<file path="config.mk">
export PLATFORM = sky130hd
export DESIGN_NAME = mem_arbiter
export DESIGN_NICKNAME = d
export VERILOG_FILES = /design/src/rtl/mem_arbiter.sv
export SDC_FILE = /design/constraint.sdc
export NUM_CORES = 1
export LEC_CHECK = 0
export BUFFER_PORTS_ARGS = -buffer_cell sky130_fd_sc_hd__buf_2
export CAP_MARGIN = 20
export CORE_MARGIN = 8
export CORE_UTILIZATION = 28
export CTS_CLUSTER_DIAMETER = 40
export DETAILED_ROUTE_END_ITERATION = 10
export GPL_ROUTABILITY_DRIVEN = 0
export PLACE_DENSITY = 0.62
export SYNTH_ARGS = -nofsm -noshare
export SYNTH_HDL_FRONTEND = slang
export SYNTH_SLANG_ARGS = --single-unit
</file>
<file path="constraint.sdc">
create_clock -name clk -period 2.22 [get_ports clk]
set_clock_uncertainty 0.05 [all_clocks]
set_input_delay 0.222 -clock clk [delete_from_list [all_inputs] [get_ports clk]]
set_output_delay 0.222 -clock clk [all_outputs]
set_load 0.02 [all_outputs]
</file>
<file path="src/rtl/mem_arbiter.sv">
// Two-master arbiter for the shared 32-bit memory port.
// The debug unit and the CPU core both use a hold-until-ready handshake.
// The winner's request is latched into the mem_* registers. Completion is
// returned to the owner in the same cycle mem_rdy arrives. An access that
// hangs is aborted after TIMEOUT busy cycles, and the owner sees rdy and err
// together. A one-cycle GAP after every access stops a master from being
// granted again on an op it has not yet dropped.
module mem_arbiter #(
    parameter int DBG_PRIORITY = 1,
    parameter int TIMEOUT      = 255
) (
    input  logic        clk,
    input  logic        reset,
    input  logic [31:0] dbg_adr,
    input  logic [31:0] dbg_wdata,
    input  logic        dbg_rw,
    input  logic        dbg_op,
    output logic        dbg_rdy,
    output logic        dbg_err,
    input  logic [31:0] cpu_adr,
    input  logic [31:0] cpu_wdata,
    input  logic        cpu_rw,
    input  logic        cpu_op,
    output logic        cpu_rdy,
    output logic        cpu_err,
    output logic [31:0] rdata,
    output logic [31:0] mem_adr,
    output logic [31:0] mem_wdata,
    output logic        mem_rw,
    output logic        mem_op,
    input  logic [31:0] mem_rdata,
    input  logic        mem_rdy,
    output logic        grant_dbg,
    output logic        grant_cpu
);

    localparam logic [1:0] IDLE = 2'd0;
    localparam logic [1:0] BUSY = 2'd1;
    localparam logic [1:0] GAP  = 2'd2;

    // The counter only has to reach TIMEOUT-1. It keeps one bit even when the
    // timeout is disabled, so the declaration stays legal.
    localparam int CW        = (TIMEOUT > 0) ? $clog2(TIMEOUT + 1) : 1;
    localparam int TO_LAST_I = (TIMEOUT > 0) ? TIMEOUT - 1 : 0;
    localparam logic [CW-1:0] TO_LAST = CW'(TO_LAST_I);

    logic [1:0]    state_reg;
    logic [1:0]    state_next;
    logic          owner_dbg_reg;   // 1 = debug owns the port, 0 = CPU
    logic          last_dbg_reg;    // 1 = last grant went to debug
    logic [CW-1:0] count_reg;
    logic [31:0]   mem_adr_reg;
    logic [31:0]   mem_wdata_reg;
    logic          mem_rw_reg;

    logic busy;
    logic any_op;
    logic pick_dbg;
    logic timeout_hit;
    logic done;

    assign busy   = (state_reg == BUSY);
    assign any_op = dbg_op | cpu_op;
    // Debug wins when it is alone, when priority is fixed, or when the CPU
    // received the previous grant.
    assign pick_dbg    = dbg_op & (~cpu_op | (DBG_PRIORITY != 0) | ~last_dbg_reg);
    assign timeout_hit = (TIMEOUT != 0) && busy && !mem_rdy && (count_reg == TO_LAST);
    assign done        = busy & (mem_rdy | timeout_hit);

    // Next-state logic: IDLE -> BUSY on any request, BUSY -> GAP on completion, GAP -> IDLE.
    always_comb begin
        state_next = state_reg;
        case (state_reg)
            IDLE:    if (any_op) state_next = BUSY;
            BUSY:    if (done) state_next = GAP;
            GAP:     state_next = IDLE;
            default: state_next = IDLE;
        endcase
    end

    // State, ownership, timeout counter and the latched memory request.
    always_ff @(posedge clk) begin
        if (reset) begin
            state_reg     <= IDLE;
            owner_dbg_reg <= 1'b0;
            last_dbg_reg  <= 1'b0;
            count_reg     <= '0;
            mem_adr_reg   <= '0;
            mem_wdata_reg <= '0;
            mem_rw_reg    <= 1'b1;
        end else begin
            state_reg <= state_next;
            if ((state_reg == IDLE) && any_op) begin
                owner_dbg_reg <= pick_dbg;
                last_dbg_reg  <= pick_dbg;
                count_reg     <= '0;
                mem_adr_reg   <= pick_dbg ? dbg_adr   : cpu_adr;
                mem_wdata_reg <= pick_dbg ? dbg_wdata : cpu_wdata;
                mem_rw_reg    <= pick_dbg ? dbg_rw    : cpu_rw;
            end else if (busy && !mem_rdy) begin
                count_reg <= count_reg + CW'(1);
            end
        end
    end

    assign mem_op    = busy;
    assign mem_adr   = mem_adr_reg;
    assign mem_wdata = mem_wdata_reg;
    assign mem_rw    = mem_rw_reg;
    // Read data passes straight through. It is forced to zero on an aborted access.
    assign rdata     = (busy && !timeout_hit) ? mem_rdata : 32'h0;

    // Per-master response. Index 1 is debug and index 0 is the CPU. Every
    // response is held low while reset is asserted.
    logic [1:0] own_vec;
    logic [1:0] rdy_vec;
    logic [1:0] err_vec;
    logic [1:0] grant_vec;

    assign own_vec = {owner_dbg_reg, ~owner_dbg_reg};

    genvar gi;
    generate
        for (gi = 0; gi < 2; gi++) begin : g_resp
            assign grant_vec[gi] = busy        & own_vec[gi] & ~reset;
            assign rdy_vec[gi]   = done        & own_vec[gi] & ~reset;
            assign err_vec[gi]   = timeout_hit & own_vec[gi] & ~reset;
        end
    endgenerate

    assign dbg_rdy   = rdy_vec[1];
    assign cpu_rdy   = rdy_vec[0];
    assign dbg_err   = err_vec[1];
    assign cpu_err   = err_vec[0];
    assign grant_dbg = grant_vec[1];
    assign grant_cpu = grant_vec[0];

endmodule

</file>
==> impl_metrics.ini, run 1 <==
[run_status]
status = complete, no violations

[drt]
first_iter_violations = 185
wl_per_cell_um = 17.6
drc = 0
ant_nets = 0
first_pass_iters = 5
drt-vias-per-instance = 4.92
num_vias = 4136
wirelength_um = 14800

[timing]
maxSlewViolCount = 0
worst_pin_slew_ns = 0.565
max_freq_mhz = 470
setup_slack_ns = 0.0901
post-route-period-util_pct = 95.9
relSlewSlack_pct = 62.1
layout_min_cycle_time_ns = 2.13
hold_viol_final = 0
setup_viol = 0

[global_route]
grt_pass1_vias = 4323
grt_pass1_wl_um = 22900
grt_max_degree = 36
track_usage_pct = 16.1
antenna_found_initial = 0
grt-ovfl-total = 0

[synth]
synth_edf_count = 0
synthCells = 405
async_reset_ff_share_pct = 0
synthFlopType = dfxtp_1
ys_types = 38
syn_avg_cell_area_um2 = 9.45
synth_warnings = 0
ys_seq_area_share_pct = 39.7
synth_seq_cells = 76
synth_fp_nets = 574
netlist_area_um2 = 3830

[power_and_ir_drop]
power_frac_comb_pct = 27.0
p_switching_uw = 1300
p_sw_share_pct = 31.3
power_frac_seq_pct = 38.3
total_leakage_power_uw = 0.00279
ir_worst_vdd_uv = 321
cellPowerDensity_nw_per_um2 = 737
clkPwrFrac_pct = 34.6
p_int_uw = 2840

[cts]
cts.clk_slew.worst_paths_ns = 0.06
cts_tree = yes
clockBufferDepth = 2
ctsHtreeMaxLevel = 3
clock-root-buffer = clkbuf_16
cts_buffers = 9
cts_sinks = 76
worst_skew_pair.late_latency_ns = 0.33

[placement]
dp_hpwl_um = 11500
port-buffer-count = 270
pre_cts_ws_ns = 0.158

[setup_path]
cp.required_ns = 1.95
cp_max_fo = 7
crit_family = simple AND/OR/NAND/NOR gates
cpMaxStageDelayCell = dfxtp_1
rr_worst_depth = 4
regToRegSetupSlack_ns = 0.66
r2r_start = state_reg[0]$_SDFFE_PP0P_
path_buf_inv = 1
arrival_ns = 1.86
cp_cell_sequence = nand2b_1 > nor3_1 > nor2b_1 > buf_2
end_kind = output port
criticalPathCategory = reg -> out
start_kind = register
rr_endpoint = mem_adr[30]$_SDFFE_PP0P_
cpPeakStageDelay_ns = 0.49

[layout]
drive_gt1_share_pct = 46.8
postLayoutCoreUtil_pct = 42.2
diodes = 0
area_delta_synth_final_pct = 46.5
nNetsFinal = 830

[floorplanning]
core-area_um2 = 13300
io-pin-count = 271
start_util_pct = 28.8
rows = 42
die_w_um = 133
die_y_um = 133
dieArea_um2 = 17700

[worst_hold_path]
hp-start = cpu_wdata[11]
hold_path_end = mem_wdata[11]$_SDFFE_PP0P_
hp-class = in -> reg
holdPathStages = 3

[job]
drv_cap = 0
per-layer routing:
metal / global-route usage [%] / up-vias / part of all wire, %
met5: 0 / - / 0
met4: 8.71 / 0 / 3.6
met3: 4.58 / 23 / 7.5
met2: 28.6 / 193 / 50
met1: 16.7 / 1897 / 39
li1: - / 2023 / -
cells in the mapped netlist (all sizes together), types with 3 or more instances:
master | instances | area, um^2
or4 | 3 | 22.5
a211oi | 65 | 488
buf | 27 | 184
and2 | 32 | 200
clkbuf | 12 | 47.6
inv | 8 | 30.0
a21oi | 72 | 360
nand3 | 3 | 15.0
nor2 | 8 | 37.5
dfxtp | 76 | 1520
o31ai | 3 | 22.5
o21ai | 4 | 20.0
nand2 | 4 | 15.0
mux2i | 65 | 651
tightest hold or removal path, cell delays in order:
cell      delay [ns]
buf_2           0.09
mux2i_1         0.11
a211oi_1        0.08
logic make-up (layout without fill, tap and decap cells):
kind of cell | count (synthesis) | count (layout) | share of synthesized area, %
AND/OR/NAND/NOR | 65 | 65 | 10.8
flip-flops | 76 | 76 | 39.7
XOR/XNOR | 2 | 2 | 0.458
buffers and inverters | 47 | 305 | 6.83
multiplexers | 65 | 65 | 17.0
AO/OA/AOI/OAI | 148 | 150 | 24.5
adder cells (fa/ha/maj) | 2 | 2 | 0.653
power by group through the flow:
stage | logic [uW] | clock network [uW] | registers (uW)
after detailed placement | 1110 | 0 | 1610
final | 1120 | 1430 | 1590
after floorplan | 525 | 0 | 1780
after global routing | 1210 | 1530 | 1600
after CTS | 1120 | 1480 | 1590
after global placement | 1090 | 0 | 1610
worst max-delay path by stage:
stage                           end                 startpoint  slack, ns  cells after the start
after floorplan             cpu_err  state_reg[0]$_SDFFE_PP0P_       0.41                      3
after global placement    rdata[21]  count_reg[0]$_SDFFE_PP0P_       0.27                      6
after detailed placement   rdata[7]  count_reg[0]$_SDFFE_PP0P_       0.16                      6
after CTS                  rdata[7]  count_reg[0]$_SDFFE_PP0P_     0.0005                      6
after global routing        cpu_rdy  state_reg[0]$_SDFFE_PP0P_      -0.04                      4
final                       cpu_rdy  state_reg[0]$_SDFFE_PP0P_       0.09                      4
layout make-up:
cell class	count	area [um^2]
Timing Repair Buffer	282	1440
Clock inverter	5	52.6
Tap cell	176	220
Multi-Input combinational cell	284	2100
Inverter	8	30.0
Clock buffer	10	239
Sequential cell	76	1520
Fill cell	1352	7690
cells in the final DEF, fill, tap and decap left out, drive strengths merged, types with 3 or more instances in the layout:
cell,instances
a31oi,3
buf,282
nand3,3
nand2,4
a21oi,72
dfxtp,76
o21ai,4
mux2i,65
nor2,8
or4,3
a211oi,65
clkbuf,10
clkinv,3
o31ai,3
and2,32
inv,8
through the flow:
step                area, um^2  std cells  power (uW)  hold WS (ns)  TNS [ns]
floorplan                 3830        405        2300         0.345         0
global placement          5250        822        2700         0.426         0
detailed placement        5250        822        2720         0.445         0
CTS                       5570        838        4180         0.155         0
global route              5610        841        4350         0.177   -0.0696
finish                    5610        841        4140         0.172         0
repair_timing:
action,in CTS,in global routing
endpoints found under the setup margin,32,32
cloned,1,1
pin swaps,1,2
buffers inserted,0,2
gates resized for setup,1,4
hold buffers,0,0
No activity file was read; power rests on OpenSTA's default activity.
==> inputs of run 2 (changes only) <==
--- a/config.mk
+++ b/config.mk
@@ -7,6 +7,7 @@
 export LEC_CHECK = 0
 export BUFFER_PORTS_ARGS = -buffer_cell sky130_fd_sc_hd__buf_2
 export CAP_MARGIN = 20
+export CORE_ASPECT_RATIO = 2
 export CORE_MARGIN = 8
 export CORE_UTILIZATION = 28
 export CTS_CLUSTER_DIAMETER = 40
==> run 2 against run 1 <==
  * Core utilization down 0.86 points
  * First-iteration DRC count down 42%
  * Final cell count down 3.0%
  * Power increased by 0.44%
  * Register-to-register slack worse by 0.08 ns
  * Highest routed layer unchanged
  * Combinational power hardly changed
  * Largest power group unchanged
==> impl_metrics.ini, run 2 (synthesis results as in run 1) <==
[run_status]
status = complete, no violations

[timing]
max_freq_mhz = 476
setup_viol = 0
worst_pin_slew_ns = 0.708
setup_tns_ns = 0
timing.hold.ws_ns = 0.105
relSlewSlack_pct = 52.8
layout_min_cycle_time_ns = 2.10
setup_slack_ns = 0.119
post-route-period-util_pct = 94.6
rsz0062_at_grt = no
hold_viol_final = 0
maxSlewViolCount = 0

[worst_hold_path]
holdPathStages = 2
hp-start = reset
hp-class = in -> reg
hold_path_end = state_reg[0]$_SDFFE_PP0P_

[layout]
final_cell_mix = buf_2, dfxtp_1, a21oi_1, mux2i_1, a211oi_1
fin_cells = 816
final_common_cell = buf_2
nNetsFinal = 826
postLayoutCoreUtil_pct = 41.3
nFillCells = 1364
diodes = 0
ff_latch_area_um2 = 1520
drive_gt1_share_pct = 46.3
multi_input_area_um2 = 2050
area_delta_synth_final_pct = 45.1

[global_route]
gr-usage-met2_pct = 29.7
track_usage_pct = 15.6
grt_pass1_wl_um = 22400
busiest_layer = met2
use_met3_pct = 5.06
grt-ovfl-total = 0
grt_pass1_vias = 4437
grt_util_met1_pct = 14.2
antenna_found_initial = 0
grt_max_degree = 66

[setup_path]
crit_family = buffers and inverters
regToRegSetupSlack_ns = 0.58
cp.depth = 7
cpPeakStageDelay_ns = 0.35
cp_max_fo = 32
end_kind = output port
arrival_ns = 1.83
path_buf_inv = 3
start_kind = register
cp_cell_sequence = inv_1 > ha_1 > and3_2 > a31oi_4 > buf_12 > and2_1 > buf_2
crit_path_start = count_reg[0]$_SDFFE_PP0P_
rr_worst_depth = 4
criticalPathCategory = reg -> out
r2r_start = state_reg[1]$_SDFFE_PP0P_
rr_endpoint = mem_adr[30]$_SDFFE_PP0P_
cpMaxStageDelayCell = dfxtp_2
cp.required_ns = 1.95

[floorplanning]
io-pin-count = 271
rows = 60
die_w_um = 98.7
core-area_um2 = 13400
start_util_pct = 28.5
die_y_um = 181
dieArea_um2 = 17900

[power_and_ir_drop]
p_int_uw = 2850
ir_worst_vdd_uv = 350
p_sw_share_pct = 31.4
total_leakage_power_uw = 0.00278
power_frac_comb_pct = 26.8
cellPowerDensity_nw_per_um2 = 748
clkPwrFrac_pct = 35.0
p_switching_uw = 1310
power_frac_seq_pct = 38.2

[drt]
first_pass_iters = 4
drc = 0
wl_per_cell_um = 17.6
num_vias = 4065
drt-vias-per-instance = 4.98
first_iter_violations = 108
wirelength_um = 14300
ant_nets = 0

[placement]
dp_hpwl_um = 11300
pre_cts_ws_ns = 0.323
place_inst = 801
port-buffer-count = 270

[cts]
cts_sinks = 76
cts_buffers = 9
cts_tree = yes
clock-root-buffer = clkbuf_16
worst_skew_pair.late_latency_ns = 0.32
cts.clk_slew.worst_paths_ns = 0.06
ctsResizeCount = 1
clockBufferDepth = 2
cts_setup_buffers = 0
cts_hold_buffers = 0
ctsHtreeMaxLevel = 3

[job]
drv_cap = 0
run 2: changes by cell type in the layout (fill, tap and decap cells not counted), sizes merged:
| cell | before | now |
|---|---|---|
| inv | 8 | 9 |
| a31oi | 3 | 1 |
| clkinv | 3 | 0 |
| buf | 282 | 280 |
| clkinvlp | 1 | 3 |
run 2: power by group through the flow:
stage	Sequential (uW)	Combinational (uW)	Clock, uW
floorplan	1780	525	0
global placement	1610	1100	0
detailed placement	1610	1130	0
CTS	1590	1130	1510
global route	1600	1210	1570
finish	1590	1110	1460
run 2: worst max-delay path by stage:
stage,to
6_report,rdata[6]
5_1_grt,rdata[14]
4_1_cts,rdata[6]
3_5_place_dp,rdata[6]
3_3_place_gp,rdata[15]
2_1_floorplan,cpu_err
run 2: layout make-up:
type / instances / share of cell area (%)
Timing Repair Buffer: 280 / 26.2
Inverter: 8 / 0.541
Sequential cell: 76 / 27.4
Clock buffer: 10 / 4.30
Clock inverter: 5 / 1.10
Multi-Input combinational cell: 282 / 37.0
Tap cell: 155 / 3.49
run 2: per-stage QoR:
step                power [uW]  cell area, um^2
floorplan                 2300             3830
global placement          2710             5240
detailed placement        2740             5240
CTS                       4230             5540
global route              4380             5550
finish                    4150             5550
run 2: per-layer routing:
layer	share of wire [%]	routed length, um
met1	35	5080
met2	54	7670
met3	7.7	1100
met4	3.3	477
met5	0	0
